**src/rtl/register_to_uart_if.sv**
```systemverilog
// Byte handshake between the output write-back stage and the UART TX core.
// The master side launches a byte with a one-cycle tx_start while tx_ready is high.
interface register_to_uart_if #(
    parameter int DATA_WIDTH = 8
);
    logic [DATA_WIDTH-1:0] tx_data;
    logic                  tx_start;
    logic                  tx_ready;

    modport master (
        output tx_data,
        output tx_start,
        input  tx_ready
    );

    modport slave (
        input  tx_data,
        input  tx_start,
        output tx_ready
    );
endinterface

```
**src/rtl/register_to_uart.sv**
```systemverilog
// Write-back output path: queues the low byte of reg_data on each rising edge of
// RegtoUART and drains the queue to the UART TX core, stalling the PC only when full.
module register_to_uart #(
    parameter int FIFO_DEPTH_LOG = 2,
    parameter int DATA_WIDTH     = 8
) (
    input  logic                      CLK,
    input  logic                      reset,
    input  logic                      RegtoUART,
    input  logic [31:0]               reg_data,
    register_to_uart_if.master        tx,
    output logic                      pc_enable,
    output logic [FIFO_DEPTH_LOG:0]   fifo_count
);

    localparam int DEPTH = 1 << FIFO_DEPTH_LOG;
    localparam logic [FIFO_DEPTH_LOG:0] DEPTH_CNT = {1'b1, {FIFO_DEPTH_LOG{1'b0}}};

    localparam logic [0:0] IN_RUN    = 1'b0;
    localparam logic [0:0] IN_STALL  = 1'b1;
    localparam logic [0:0] OUT_IDLE  = 1'b0;
    localparam logic [0:0] OUT_GUARD = 1'b1;

    logic                      req_buf;
    logic                      req;
    logic [0:0]                in_state;
    logic [0:0]                out_state;
    logic [DATA_WIDTH-1:0]     pending;
    logic [DATA_WIDTH-1:0]     mem [DEPTH];
    logic [FIFO_DEPTH_LOG-1:0] wr_ptr;
    logic [FIFO_DEPTH_LOG-1:0] rd_ptr;
    logic [FIFO_DEPTH_LOG:0]   count;
    logic                      full;
    logic                      pop;
    logic                      push;
    logic [DATA_WIDTH-1:0]     push_data;
    logic                      unused_hi_bits;

    assign unused_hi_bits = ^reg_data[31:DATA_WIDTH];

    assign req        = RegtoUART && !req_buf;
    assign full       = (count == DEPTH_CNT);
    assign pop        = (out_state == OUT_IDLE) && (count != '0) && tx.tx_ready;
    assign fifo_count = count;

    // A pop in the same cycle frees the slot the push needs, so full only blocks without one.
    always_comb begin
        // NOTE: every output of this block gets a default first so no latch is inferred.
        push      = 1'b0;
        push_data = reg_data[DATA_WIDTH-1:0];
        case (in_state)
            IN_RUN: begin
                if (req && (!full || pop)) begin
                    push = 1'b1;
                end
            end
            IN_STALL: begin
                if (!full || pop) begin
                    push      = 1'b1;
                    push_data = pending;
                end
            end
            default: begin
                push = 1'b0;
            end
        endcase
    end

    always_ff @(posedge CLK) begin
        // NOTE: sequential state uses non-blocking assignments so every flop samples pre-edge values.
        if (reset) begin
            req_buf <= 1'b0;
        end else begin
            req_buf <= RegtoUART;
        end
    end

    // Input FSM: holds one byte aside while the FIFO is full and the PC is frozen.
    always_ff @(posedge CLK) begin
        if (reset) begin
            in_state  <= IN_RUN;
            pending   <= '0;
            pc_enable <= 1'b1;
        end else begin
            case (in_state)
                IN_RUN: begin
                    if (req && full && !pop) begin
                        pending   <= reg_data[DATA_WIDTH-1:0];
                        pc_enable <= 1'b0;
                        in_state  <= IN_STALL;
                    end
                end
                IN_STALL: begin
                    if (!full || pop) begin
                        pc_enable <= 1'b1;
                        in_state  <= IN_RUN;
                    end
                end
                default: begin
                    in_state <= IN_RUN;
                end
            endcase
        end
    end

    // Output FSM: the GUARD cycle keeps tx_start one cycle wide and never back-to-back.
    always_ff @(posedge CLK) begin
        if (reset) begin
            out_state   <= OUT_IDLE;
            tx.tx_data  <= '0;
            tx.tx_start <= 1'b0;
        end else begin
            case (out_state)
                OUT_IDLE: begin
                    if (pop) begin
                        tx.tx_data  <= mem[rd_ptr];
                        tx.tx_start <= 1'b1;
                        out_state   <= OUT_GUARD;
                    end
                end
                OUT_GUARD: begin
                    tx.tx_start <= 1'b0;
                    out_state   <= OUT_IDLE;
                end
                default: begin
                    tx.tx_start <= 1'b0;
                    out_state   <= OUT_IDLE;
                end
            endcase
        end
    end

    always_ff @(posedge CLK) begin
        if (reset) begin
            wr_ptr <= '0;
            rd_ptr <= '0;
            count  <= '0;
        end else begin
            if (push) begin
                wr_ptr <= wr_ptr + 1'b1;
            end
            if (pop) begin
                rd_ptr <= rd_ptr + 1'b1;
            end
            case ({push, pop})
                2'b10:   count <= count + 1'b1;
                2'b01:   count <= count - 1'b1;
                default: count <= count;
            endcase
        end
    end

    // When full, wr_ptr equals rd_ptr: the head is read out at the same edge it is overwritten.
    always_ff @(posedge CLK) begin
        // NOTE: storage is left unreset; the pointers and count alone define which entries are valid.
        if (push && !reset) begin
            mem[wr_ptr] <= push_data;
        end
    end

endmodule

```
**src/flat_wrapper.sv**
```systemverilog
// flat-port wrapper written by rule: the top's interface ports become plain ports
module register_to_uart_flat 
#(
    parameter int FIFO_DEPTH_LOG = 2,
    parameter int DATA_WIDTH     = 8
)
  (CLK, reset, RegtoUART, reg_data, pc_enable, fifo_count, tx_tx_data, tx_tx_start, tx_tx_ready);
  register_to_uart_if #(.DATA_WIDTH(DATA_WIDTH)) tx_i ();
  input  logic CLK;
  input  logic reset;
  input  logic RegtoUART;
  input  logic [31:0] reg_data;
  output logic pc_enable;
  output logic [FIFO_DEPTH_LOG:0] fifo_count;
  output wire logic [$bits(tx_i.tx_data)-1:0] tx_tx_data;
  output wire logic [$bits(tx_i.tx_start)-1:0] tx_tx_start;
  input wire logic [$bits(tx_i.tx_ready)-1:0] tx_tx_ready;
  assign tx_tx_data = tx_i.tx_data;
  assign tx_tx_start = tx_i.tx_start;
  assign tx_i.tx_ready = tx_tx_ready;
  register_to_uart #(.FIFO_DEPTH_LOG(FIFO_DEPTH_LOG), .DATA_WIDTH(DATA_WIDTH)) u_core (.CLK(CLK), .reset(reset), .RegtoUART(RegtoUART), .reg_data(reg_data), .tx(tx_i), .pc_enable(pc_enable), .fifo_count(fifo_count));
endmodule
```
**config.mk**
```make
export PLATFORM = sky130hd
export DESIGN_NAME = register_to_uart_flat
export DESIGN_NICKNAME = d
export VERILOG_FILES = /design/src/rtl/register_to_uart_if.sv /design/src/rtl/register_to_uart.sv /design/src/flat_wrapper.sv
export SDC_FILE = /design/constraint.sdc
export NUM_CORES = 1
export LEC_CHECK = 0
export CORE_MARGIN = 1.5
export CORE_UTILIZATION = 51
export DETAILED_ROUTE_END_ITERATION = 7
export GPL_TIMING_DRIVEN = 0
export HOLD_SLACK_MARGIN = 0.03
export PLACE_DENSITY = 0.81
export SYNTH_ARGS = -nofsm -noshare
export SYNTH_HDL_FRONTEND = slang
export SYNTH_SLANG_ARGS = --single-unit
```
**constraint.sdc**
```tcl
create_clock -name CLK -period 2.7 [get_ports CLK]
set_input_delay 0.54 -clock CLK [delete_from_list [all_inputs] [get_ports CLK]]
set_output_delay 0.54 -clock CLK [all_outputs]
set_load 0.03 [all_outputs]
```
==> impl_results.md <==
* Layout Cells excl Fill at around 300
* Number of buffers created by CTS at 9
* Length in cells of the worst reg-to-reg path at 9
* Core Util, Final at around 64%
* Sequential group share of total power at around 44%
* Highest-count cells in the layout ignoring fill and taps: sky130_fd_sc_hd__edfxtp_1, sky130_fd_sc_hd__dfxtp_1, sky130_fd_sc_hd__clkdlybuf4s50_1
* Share of the clock period used by the worst path at between 90% and 100%
* Post-synthesis to final-layout area growth at 19.8%
* RSZ-0062 raised after global routing: false
* Final setup TNS at 0 ps
* Post-synthesis area per instance at between 10 and 15 sq um
* Cell-internal power at 1.75 mW
* Worst setup slack after placement at -176 ps
* Antenna Cells at 0
* Worst R2R Start: u_core.fifo_count[2]
* Maxcap violations at 0
* Syn Nets at 238
* Maximum number of pins on one net before global-route repair at 11
* Initial Util at a little over half
* Endpoint required time on the critical path at slightly below 3000 ps
* Largest area contributor in the synthesized netlist: sky130_fd_sc_hd__edfxtp_1
* Die X at between 70 and 80 microns
* Routed Antenna Nets at 0
* Final count of negative-setup-slack endpoints at 0
* Detailed Routing Iterations Pass 1 at 4
* Worst skew pair latency at 330 ps
* Y dimension of the die at around 73 microns
* Share of total power consumed by net switching at a little under a third
* Die ar. at roughly 5400 sq um
* Area share of the leading cell type in the synthesized netlist at approximately 38%
* Instance count of the mapped netlist at 196
* Final design instance area without fill at 3030 sq um
* Global-route wire length before repair at 7530 microns
* Final wirelength at approximately 4700 microns
* Hold path startpoint: u_core.pending[7]
* Most common library cell in the layout ignoring fill and taps: sky130_fd_sc_hd__edfxtp_1
* Fill cells at around 380
* GRT Util Overall at between 10% and 20%
* Critical Setup Path Class: in2reg
* Critical Path End Type: register
* Final min period at about 2600 ps
* Detailed-route DRC error count at 0
* Fraction of final layout cells with drive strength greater than 1 at 16.5%
* Depth of the CTS H-tree at 3
* Number of port buffers at 24
* Net count, final at around 270
* Number of global-route vias before repair at 1508
* TritonCTS clock tree: yes
* Share of total power in the clock network at a little over a quarter
* Hold crit path type: reg2reg
* Sum of overflow across all layers after global routing at 0
* Arr. time, crit path at ~2800 ps
* Placeable Area at between 4000 and 5000 sq um
* Fraction of synthesis flops using an asynchronous set or reset pin at 0%
* Total placed instance area at 2860 sq um
* DP Wirelength at ~3200 microns
* Post-synthesis register bit count at 60
* Number of distinct standard cells referenced by the synthesized netlist at 34
* Routed WL per cell at between 15 and 20 microns
* Net switching component of the power at 812 uW
* Root buffer selected by CTS: sky130_fd_sc_hd__clkbuf_8
* Transition time at the pin with the least slew margin at around 570 ps
* Cell Count Post-Placement at ~290
* Post-CTS Setup Bufs at 0
* Final Slew Violations at 0
* Worst-path clk slew at 60 ps
* Count of flip-flops with a built-in enable after synthesis at 32
* Worst Setup Start Kind: input pin
* Clock Skews at 6.57 ps
* Top FF cell, synth: sky130_fd_sc_hd__edfxtp_1
* Area of the mapped netlist at between 2000 and 3000 sq um
* Timing startpoint of the critical path: tx_tx_ready
* Total via count after detailed routing at ~1.6k
* Achievable Freq at around 0.39 GHz
* Part of the Yosys area used for sequential elements at around 60%
* Slack of the worst reg-to-reg path at between 200 and 300 ps
* Number of top-level pins at ~50
* Endpoint of the lowest-slack register-to-register path: u_core.fifo_count[2]
* Setup slack after layout at roughly 150 ps
* First-iteration detailed-routing DRC count at ~100
* Final RePlAce weighted congestion at around 0.8
* Yosys warning total at 0
* Ranking of synthesized cells by area: sky130_fd_sc_hd__edfxtp_1, sky130_fd_sc_hd__dfxtp_1, sky130_fd_sc_hd__mux4_2
* Run status: complete, no violations
* Number of placement rows at 25
* Worst max-slew margin expressed relative to the limit at between 60% and 70%
* Final Hold Violating Endpoints at 0
* CTS sink count at 60
* PwrDens at between 800 and 900 nW/um^2
* Antenna violations before repair at 0
* Reported leakage power at ~1.0 nW
* Sink of the worst hold path: u_core.pending[7]
* Via/cell ratio at roughly 5.3
* Maximum count of clock buffers along a single path at 2
* Combinational group share of total power at between 20% and 30%
* IR drop worst, VDD at 0.388 mV
* Critical Path Fanout Max at 6
* Hold path cells at 2
-- layer usage --
metal  up-vias  routed length (microns)  share of wire (%)  track usage [%]
met3         9                      201                4.3             6.31
met1       775                     2100                 45             25.3
met4         0                       80                1.7             10.1
li1        777                        -                  -                -
met5         -                        0                  0                0
met2        42                     2290                 49             30.2
-- cells in the mapped netlist, drive strengths merged, types with 4 or more instances --
cell type,n
dfxtp,28
nor2,8
buf,5
a21oi,11
edfxtp,32
inv,9
ha,5
and2,4
clkbuf,6
mux2i,9
mux2,9
nand3,8
nand2,20
mux4,8
o21ai,11
-- flip-flops by register name, indices dropped and copies added (netlist names) --
signal	count
u_core.pending	8
u_core.req_buf	1
u_core.tx.tx_data	8
u_core.mem	32
u_core.rd_ptr	2
u_core.wr_ptr	2
u_core.fifo_count	3
u_core.pc_enable	1
u_core.in_state	1
u_core.out_state	1
u_core.tx.tx_start	1
-- logic make-up after synthesis --
family                   Yosys count  share of synthesized area (%)
AO/OA/AOI/OAI                     28                           6.72
XOR/XNOR                           2                          0.692
adder cells (fa/ha/maj)            6                           3.26
buffers and inverters             20                           3.51
flip-flops                        60                           60.1
multiplexers                      26                           14.7
AND/OR/NAND/NOR                   54                           11.0
-- through the flow --
stage	hold slack [ps]	total power, mW
after global placement	441	1.85
after CTS	460	2.57
after global routing	488	2.70
after detailed placement	451	1.87
after floorplan	432	1.64
final	456	2.56
-- worst max path at each step --
stage	end	cells past startpoint
after floorplan	u_core.fifo_count[2]	9
after global placement	u_core.fifo_count[2]	9
after detailed placement	u_core.fifo_count[2]	9
after CTS	u_core.fifo_count[2]	9
after global routing	u_core.fifo_count[2]	9
final	u_core.fifo_count[2]	9
-- critical path: stages --
cell,delay (ps)
sky130_fd_sc_hd__clkdlybuf4s50_1,470
sky130_fd_sc_hd__nand2b_1,120
sky130_fd_sc_hd__nor2_1,290
sky130_fd_sc_hd__ha_1,240
sky130_fd_sc_hd__inv_1,60
sky130_fd_sc_hd__fa_1,370
sky130_fd_sc_hd__xor2_1,160
sky130_fd_sc_hd__or3_2,410
sky130_fd_sc_hd__a21oi_1,150
-- power by group through the flow --
stage                     Combinational (mW)  Clock (mW)  Sequential (mW)
after detailed placement               0.732           0             1.14
final                                  0.735       0.701             1.12
after global placement                 0.713           0             1.13
after CTS                              0.735       0.711             1.12
after floorplan                        0.408           0             1.23
after global routing                   0.805       0.754             1.14
-- repair_timing --
item | 4_1_cts | 5_1_grt
hold buffers | 0 | 0
gates resized for setup | 0 | 1
endpoints found under the setup margin | 0 | 1
-- layout make-up --
type / count / area, sq um / area share (%)
flip-flops and latches: 60 / 1520 / 50.2
clock buffers: 13 / 159 / 5.24
repair buffers: 24 / 240 / 7.92
well taps: 67 / 83.8 / 2.77
plain buffers: 11 / 55.1 / 1.82
inverters: 9 / 33.8 / 1.11
multi-input cells: 116 / 926 / 30.5
clock inverters: 3 / 12.5 / 0.413
Power figures use the tool's default switching activity.
